File: config.mk
export PLATFORM = sky130hd
export DESIGN_NAME = rangefinder_sample_capture
export DESIGN_NICKNAME = d
export VERILOG_FILES = /design/src/rtl/rangefinder_sample_capture.sv
export SDC_FILE = /design/constraint.sdc
export NUM_CORES = 1
export LEC_CHECK = 0
export CORE_ASPECT_RATIO = 0.7
export CORE_MARGIN = 2
export CORE_UTILIZATION = 50
export CTS_CLUSTER_SIZE = 10
export DETAILED_ROUTE_END_ITERATION = 12
export HOLD_SLACK_MARGIN = 0.1
export PLACE_DENSITY_LB_ADDON = 0.12
export SYNTH_ARGS = -nofsm -noshare
export SYNTH_HDL_FRONTEND = slang
export SYNTH_SLANG_ARGS = --single-unit
File: constraint.sdc
create_clock -name clk -period 2.8 [get_ports clk]
set_input_delay 0.84 -clock clk [delete_from_list [all_inputs] [get_ports clk]]
set_output_delay 0.84 -clock clk [all_outputs]
set_load 0.05 [all_outputs]
File: src/rtl/rangefinder_sample_capture.sv
// Rangefinder sample capture: arms on CSR write, starts on trigger edge,
// decimates ADC samples and streams them into an external sample RAM.
module rangefinder_sample_capture #(
  parameter int ADDR_W = 8,
  parameter int DATA_W = 8
) (
  input  logic              clk,
  input  logic              reset_n,
  input  logic [DATA_W-1:0] adc_data,
  input  logic              adc_valid,
  input  logic              trig_in,
  input  logic [1:0]        ctrl_address,
  input  logic              ctrl_chipselect,
  input  logic              ctrl_write,
  input  logic              ctrl_read,
  input  logic [15:0]       ctrl_writedata,
  output logic [15:0]       ctrl_readdata,
  output logic [ADDR_W-1:0] ram_address,
  output logic              ram_chipselect,
  output logic              ram_write,
  output logic [DATA_W-1:0] ram_writedata,
  output logic              irq
);

  localparam int CNT_W = ADDR_W + 1;

  typedef enum logic [1:0] {
    IDLE,
    ARMED,
    CAPTURE,
    DONE
  } state_t;

  state_t             state;
  logic               trig_q;
  logic               irq_en;
  logic               done;
  logic [ADDR_W-1:0]  length;
  logic [7:0]         decim;
  logic [CNT_W-1:0]   count;
  logic [ADDR_W-1:0]  ptr;
  logic [7:0]         dec_cnt;

  logic               csr_wr;
  logic               wr_ctrl;
  logic               wr_status;
  logic               wr_length;
  logic               wr_decim;
  logic               arm_req;
  logic               abort_req;
  logic               trig_edge;
  logic               busy;
  logic [CNT_W-1:0]   target;
  logic               room;
  logic               advance;
  logic               accept;
  logic               unused_wdata;

  assign csr_wr    = ctrl_chipselect & ctrl_write;
  assign wr_ctrl   = csr_wr & (ctrl_address == 2'd0);
  assign wr_status = csr_wr & (ctrl_address == 2'd1);
  assign wr_length = csr_wr & (ctrl_address == 2'd2);
  assign wr_decim  = csr_wr & (ctrl_address == 2'd3);

  // ABORT dominates when both command bits are written together
  assign abort_req = wr_ctrl & ctrl_writedata[1];
  assign arm_req   = wr_ctrl & ctrl_writedata[0] & ~ctrl_writedata[1];

  assign trig_edge = trig_in & ~trig_q;
  assign busy      = (state != IDLE);

  // LENGTH of zero selects the full RAM depth
  assign target = (length == '0) ? {1'b1, {ADDR_W{1'b0}}}
                                 : {1'b0, length};

  // count already includes the write in flight, so no sample
  // past the last one can be accepted and the pointer never wraps
  assign room    = (count != target);
  assign advance = (state == CAPTURE) & adc_valid & room;
  assign accept  = advance & (dec_cnt == decim);

  assign irq = done & irq_en;

  assign unused_wdata = ^ctrl_writedata;

  // Trigger history for rising-edge detection
  always_ff @(posedge clk or negedge reset_n) begin
    if (!reset_n) begin
      trig_q <= 1'b0;
    end else begin
      trig_q <= trig_in;
    end
  end

  // Software-owned configuration, frozen while a capture is in progress
  always_ff @(posedge clk or negedge reset_n) begin
    if (!reset_n) begin
      irq_en <= 1'b0;
      length <= '0;
      decim  <= '0;
    end else begin
      if (wr_ctrl) begin
        irq_en <= ctrl_writedata[2];
      end
      if (wr_length && !busy) begin
        length <= ctrl_writedata[ADDR_W-1:0];
      end
      if (wr_decim && !busy) begin
        decim <= ctrl_writedata[7:0];
      end
    end
  end

  // Capture FSM with its pointer, counters and DONE flag
  always_ff @(posedge clk or negedge reset_n) begin
    if (!reset_n) begin
      state   <= IDLE;
      done    <= 1'b0;
      count   <= '0;
      ptr     <= '0;
      dec_cnt <= '0;
    end else begin
      if (wr_status && ctrl_writedata[1]) begin
        done <= 1'b0;
      end

      if (advance) begin
        if (accept) begin
          dec_cnt <= '0;
        end else begin
          dec_cnt <= dec_cnt + 8'd1;
        end
      end

      if (accept) begin
        ptr   <= ptr + ADDR_W'(1);
        count <= count + CNT_W'(1);
      end

      unique case (state)
        IDLE: begin
          if (arm_req) begin
            state   <= ARMED;
            done    <= 1'b0;
            count   <= '0;
            ptr     <= '0;
            dec_cnt <= '0;
          end
        end
        ARMED: begin
          if (abort_req) begin
            state <= IDLE;
          end else if (trig_edge) begin
            state <= CAPTURE;
          end
        end
        CAPTURE: begin
          if (abort_req) begin
            state <= IDLE;
          end else if (!room) begin
            state <= DONE;
            done  <= 1'b1;
          end
        end
        DONE: begin
          state <= IDLE;
        end
        default: begin
          state <= IDLE;
        end
      endcase
    end
  end

  // RAM write port: one-cycle strobe following each accepted sample
  always_ff @(posedge clk or negedge reset_n) begin
    if (!reset_n) begin
      ram_write      <= 1'b0;
      ram_chipselect <= 1'b0;
      ram_address    <= '0;
      ram_writedata  <= '0;
    end else begin
      ram_write      <= accept;
      ram_chipselect <= accept;
      if (accept) begin
        ram_address   <= ptr;
        ram_writedata <= adc_data;
      end
    end
  end

  // Zero-latency CSR read mux
  always_comb begin
    ctrl_readdata = '0;
    if (reset_n && ctrl_chipselect && ctrl_read) begin
      unique case (ctrl_address)
        2'd0: begin
          ctrl_readdata[2] = irq_en;
        end
        2'd1: begin
          ctrl_readdata[0]    = busy;
          ctrl_readdata[1]    = done;
          ctrl_readdata[2]    = (state == ARMED);
          ctrl_readdata[12:4] = 9'(count);
        end
        2'd2: begin
          ctrl_readdata[ADDR_W-1:0] = length;
        end
        2'd3: begin
          ctrl_readdata[7:0] = decim;
        end
        default: begin
          ctrl_readdata = '0;
        end
      endcase
    end
  end

endmodule
==> flow_summary.toml <==
[logic_synthesis]
yosysMostFrequentCell = "nand2_1"
synthCells = 337
yosys_most_used_dff = "dfrtp_1"
async_flop_share_pct = 100.0
synth_edf_count = 0
synthesis.area_sq_um = 3271
ys_top_cells_by_area = "dfrtp_1, nand2_1, mux2_2"
synth.distinct_cells = 41
synthTopCellsByCount = "nand2_1, dfrtp_1, nor2_1"
yosysTopAreaCell = "dfrtp_1"
yosys_warnings = 0
ys_seq_area_share_pct = 48.20
ys_ff_latch = 63
synth_top_cell_area_share_pct = 48.20
syn_area_per_cell_sq_um = 9.705

[drt]
wl_met1_microns = 4117
wl_met3_microns = 332
met2WireLength_microns = 3462
drt-pass1-iter-count = 5
drtIter0Drc = 155
totalWireLength_microns = 7986
ant_nets = 0
vias_per_cell = 5.339
wl_per_cell_microns = 16.00
drc = 0
vias = 2664
highest_layer = "met4"

[timing]
maxSlewHeadroom_pct = 47.89
finalCritPeriodShare_pct = 99.34
setup_viol = 0
min_period_ps = 2781
slew_violations = 0
finalHoldViolCount = 0
fin_skew_ps = 8.910
max_slew.worst_pin.slew_ps = 779.0
max_freq_ghz = 0.3595

[global_routing]
grt_max_degree = 64
antenna_found_initial = 0
grt_pass1_vias = 2674
grt_use_total_pct = 23.75
grt_pass1_wl_microns = 13190
overflow = 0

[worst_setup_path]
crit_type = "input port to output port"
startpoint_type = "input port"
path_buf_inv = 4
crit_chain = "clkdlybuf4s15_2 -> buf_6 -> nor2b_4 -> buf_4 -> a22oi_1 -> nor2_2 -> buf_12"
cp_top_family = "buffers and inverters"
slowest_delay_ps = 250
crit_path_top_delay_cell = "a22oi_1"
crit_fanout = 5
crit_arrival_ps = 1940
required_ps = 1960
endpoint_kind = "output port"

[cts]
ctsLongestPathBuffers = 2
clk_pin_slew_worst_paths_ps = 70
cts_tree = "done"
cts_sinks = 63
cts.htree.levels = 3
cts-root-buf = "clkbuf_8"
clock_latency_ps = 340
postCtsHoldBufs = 0
cts_setup_buffers = 0
cts_buffers = 9

[layout]
nNetsFinal = 452
instances_no_fill = 499
antennaDiodeCount = 0
fillers = 461
drive_gt1_share_pct = 26.84
fin_area_sq_um = 4506
areaGrowthSynthToFinish_pct = 37.76

[die]
start_util_pct = 52.11
die_x_microns = 100.7
die_h_microns = 71.67
fp-row-count = 24
io-pin-count = 68
dieArea_sq_um = 7214
core_region_area_sq_um = 6276

[place]
placed_area_sq_um = 4194
dp_cells = 482
place.gp.congestion = 0.8613
hpwl_microns = 5660
io_buffers = 56

[power_and_ir_drop]
p_leak_nw = 1.938
irDropWorstVdd_uv = 519.4
p_total_mw = 3.761
power_density_nw_per_um2 = 834.8

[hold_path]
min_path_type = "register to register"

[flow_run]
max_cap_viol_count = 0

[status]
outcome = "completed"
==> placed cells by master, fill, tap and decap left out, types with 4 or more instances in the layout <==
cell type,Yosys,final
nand3_1,9,8
nor2_1,30,22
nand2_1,66,66
buf_12,0,13
a21oi_1,6,6
nand2b_1,4,4
and2_4,0,5
nor2_2,0,6
buf_4,4,21
nor4_2,4,4
clkbuf_8,0,9
nor4_1,6,6
inv_1,8,8
buf_6,0,5
mux2_2,22,22
nor3_1,10,10
o21ai_0,7,7
a22oi_1,8,4
xor2_1,8,8
a22oi_2,0,4
nand4_1,7,7
clkdlybuf4s50_1,0,38
xnor2_1,23,23
dfrtp_1,63,63
==> what timing repair did <==
| item | 4_1_cts | 5_1_grt |
|---|---|---|
| setup endpoints to repair | 13 | 12 |
| gates cloned | 1 | 0 |
| resized for setup | 23 | 13 |
| pin swaps | 3 | 3 |
==> registers in the layout, summed over array words and instances (netlist names), 2 cells and up <==
signal / count
count: 9
dec_cnt: 8
decim: 8
length: 8
ptr: 8
ram_address: 8
ram_writedata: 8
state: 2
==> cell families (layout without fill, tap and decap cells) <==
family	Yosys count	after routing	share of synthesized area, %
XOR/XNOR	31	31	8.301
AO/OA/AOI/OAI	33	33	7.192
multiplexers	24	24	8.187
AND/OR/NAND/NOR	157	157	23.34
adder cells (fa/ha/maj)	3	3	1.148
buffers and inverters	25	107	3.519
flip-flops	63	63	48.20
other	1	3	0.1147
==> worst register-to-register path, cell delays in order (launching register included) <==
cell and delay (ps):
dfrtp_1 450, nor4_2 390, a21boi_1 210, o41ai_4 800
nor4_1 110, buf_4 180, a31o_2 230, a21oi_1 110
==> per-stage QoR <==
step	TNS, ps	hold slack [ps]	worst slack, ps	util, %
global route	-89.87	511.5	-63.39	71.79
detailed placement	-3052	454.5	-293.6	66.83
floorplan	-47.94	466.9	-47.94	-
finish	0	468.5	18.51	71.79
CTS	0	470.4	2.563	70.97
global placement	-3138	450.7	-300.2	66.83
==> cell type report <==
class,instances,area [sq um],share of cell area [%]
Multi-Input combinational cell,251,1697,37.66
Sequential cell,63,1577,34.99
Timing Repair Buffer,83,915.9,20.33
Clock buffer,10,127.6,2.833
Tap cell,78,97.59,2.166
Clock inverter,6,61.31,1.361
Inverter,8,30.03,0.6665
==> power by group <==
part / internal [mW] / switching [mW] / total [mW]
clock: 0.408 / 0.361 / 0.769
combinational: 0.631 / 0.782 / 1.41
sequential: 1.21 / 0.374 / 1.58
total: 2.24 / 1.52 / 3.76
==> worst paths after layout <==
check / startpoint / cells after the start / slack [ps] / end
max: ctrl_address[1] / 7 / 20 / ctrl_readdata[0]
min: ram_writedata[7] / 2 / 470 / ram_writedata[7]
max reg2reg: length[5] / 7 / 260 / ptr[6]
min reg2reg: ram_writedata[7] / 2 / 470 / ram_writedata[7]
max in group asynchronous: reset_n / 2 / 1540 / length[1]
min in group asynchronous: reset_n / 2 / 760 / dec_cnt[4]
==> layer usage <==
| layer | vias to the layer above | track usage, % |
|---|---|---|
| li1 | 1302 | - |
| met1 | 1286 | 36.16 |
| met2 | 64 | 34.44 |
| met3 | 12 | 5.073 |
| met4 | 0 | 6.240 |
| met5 | - | 0 |
Note: power is estimated with default switching activity, not from simulation.
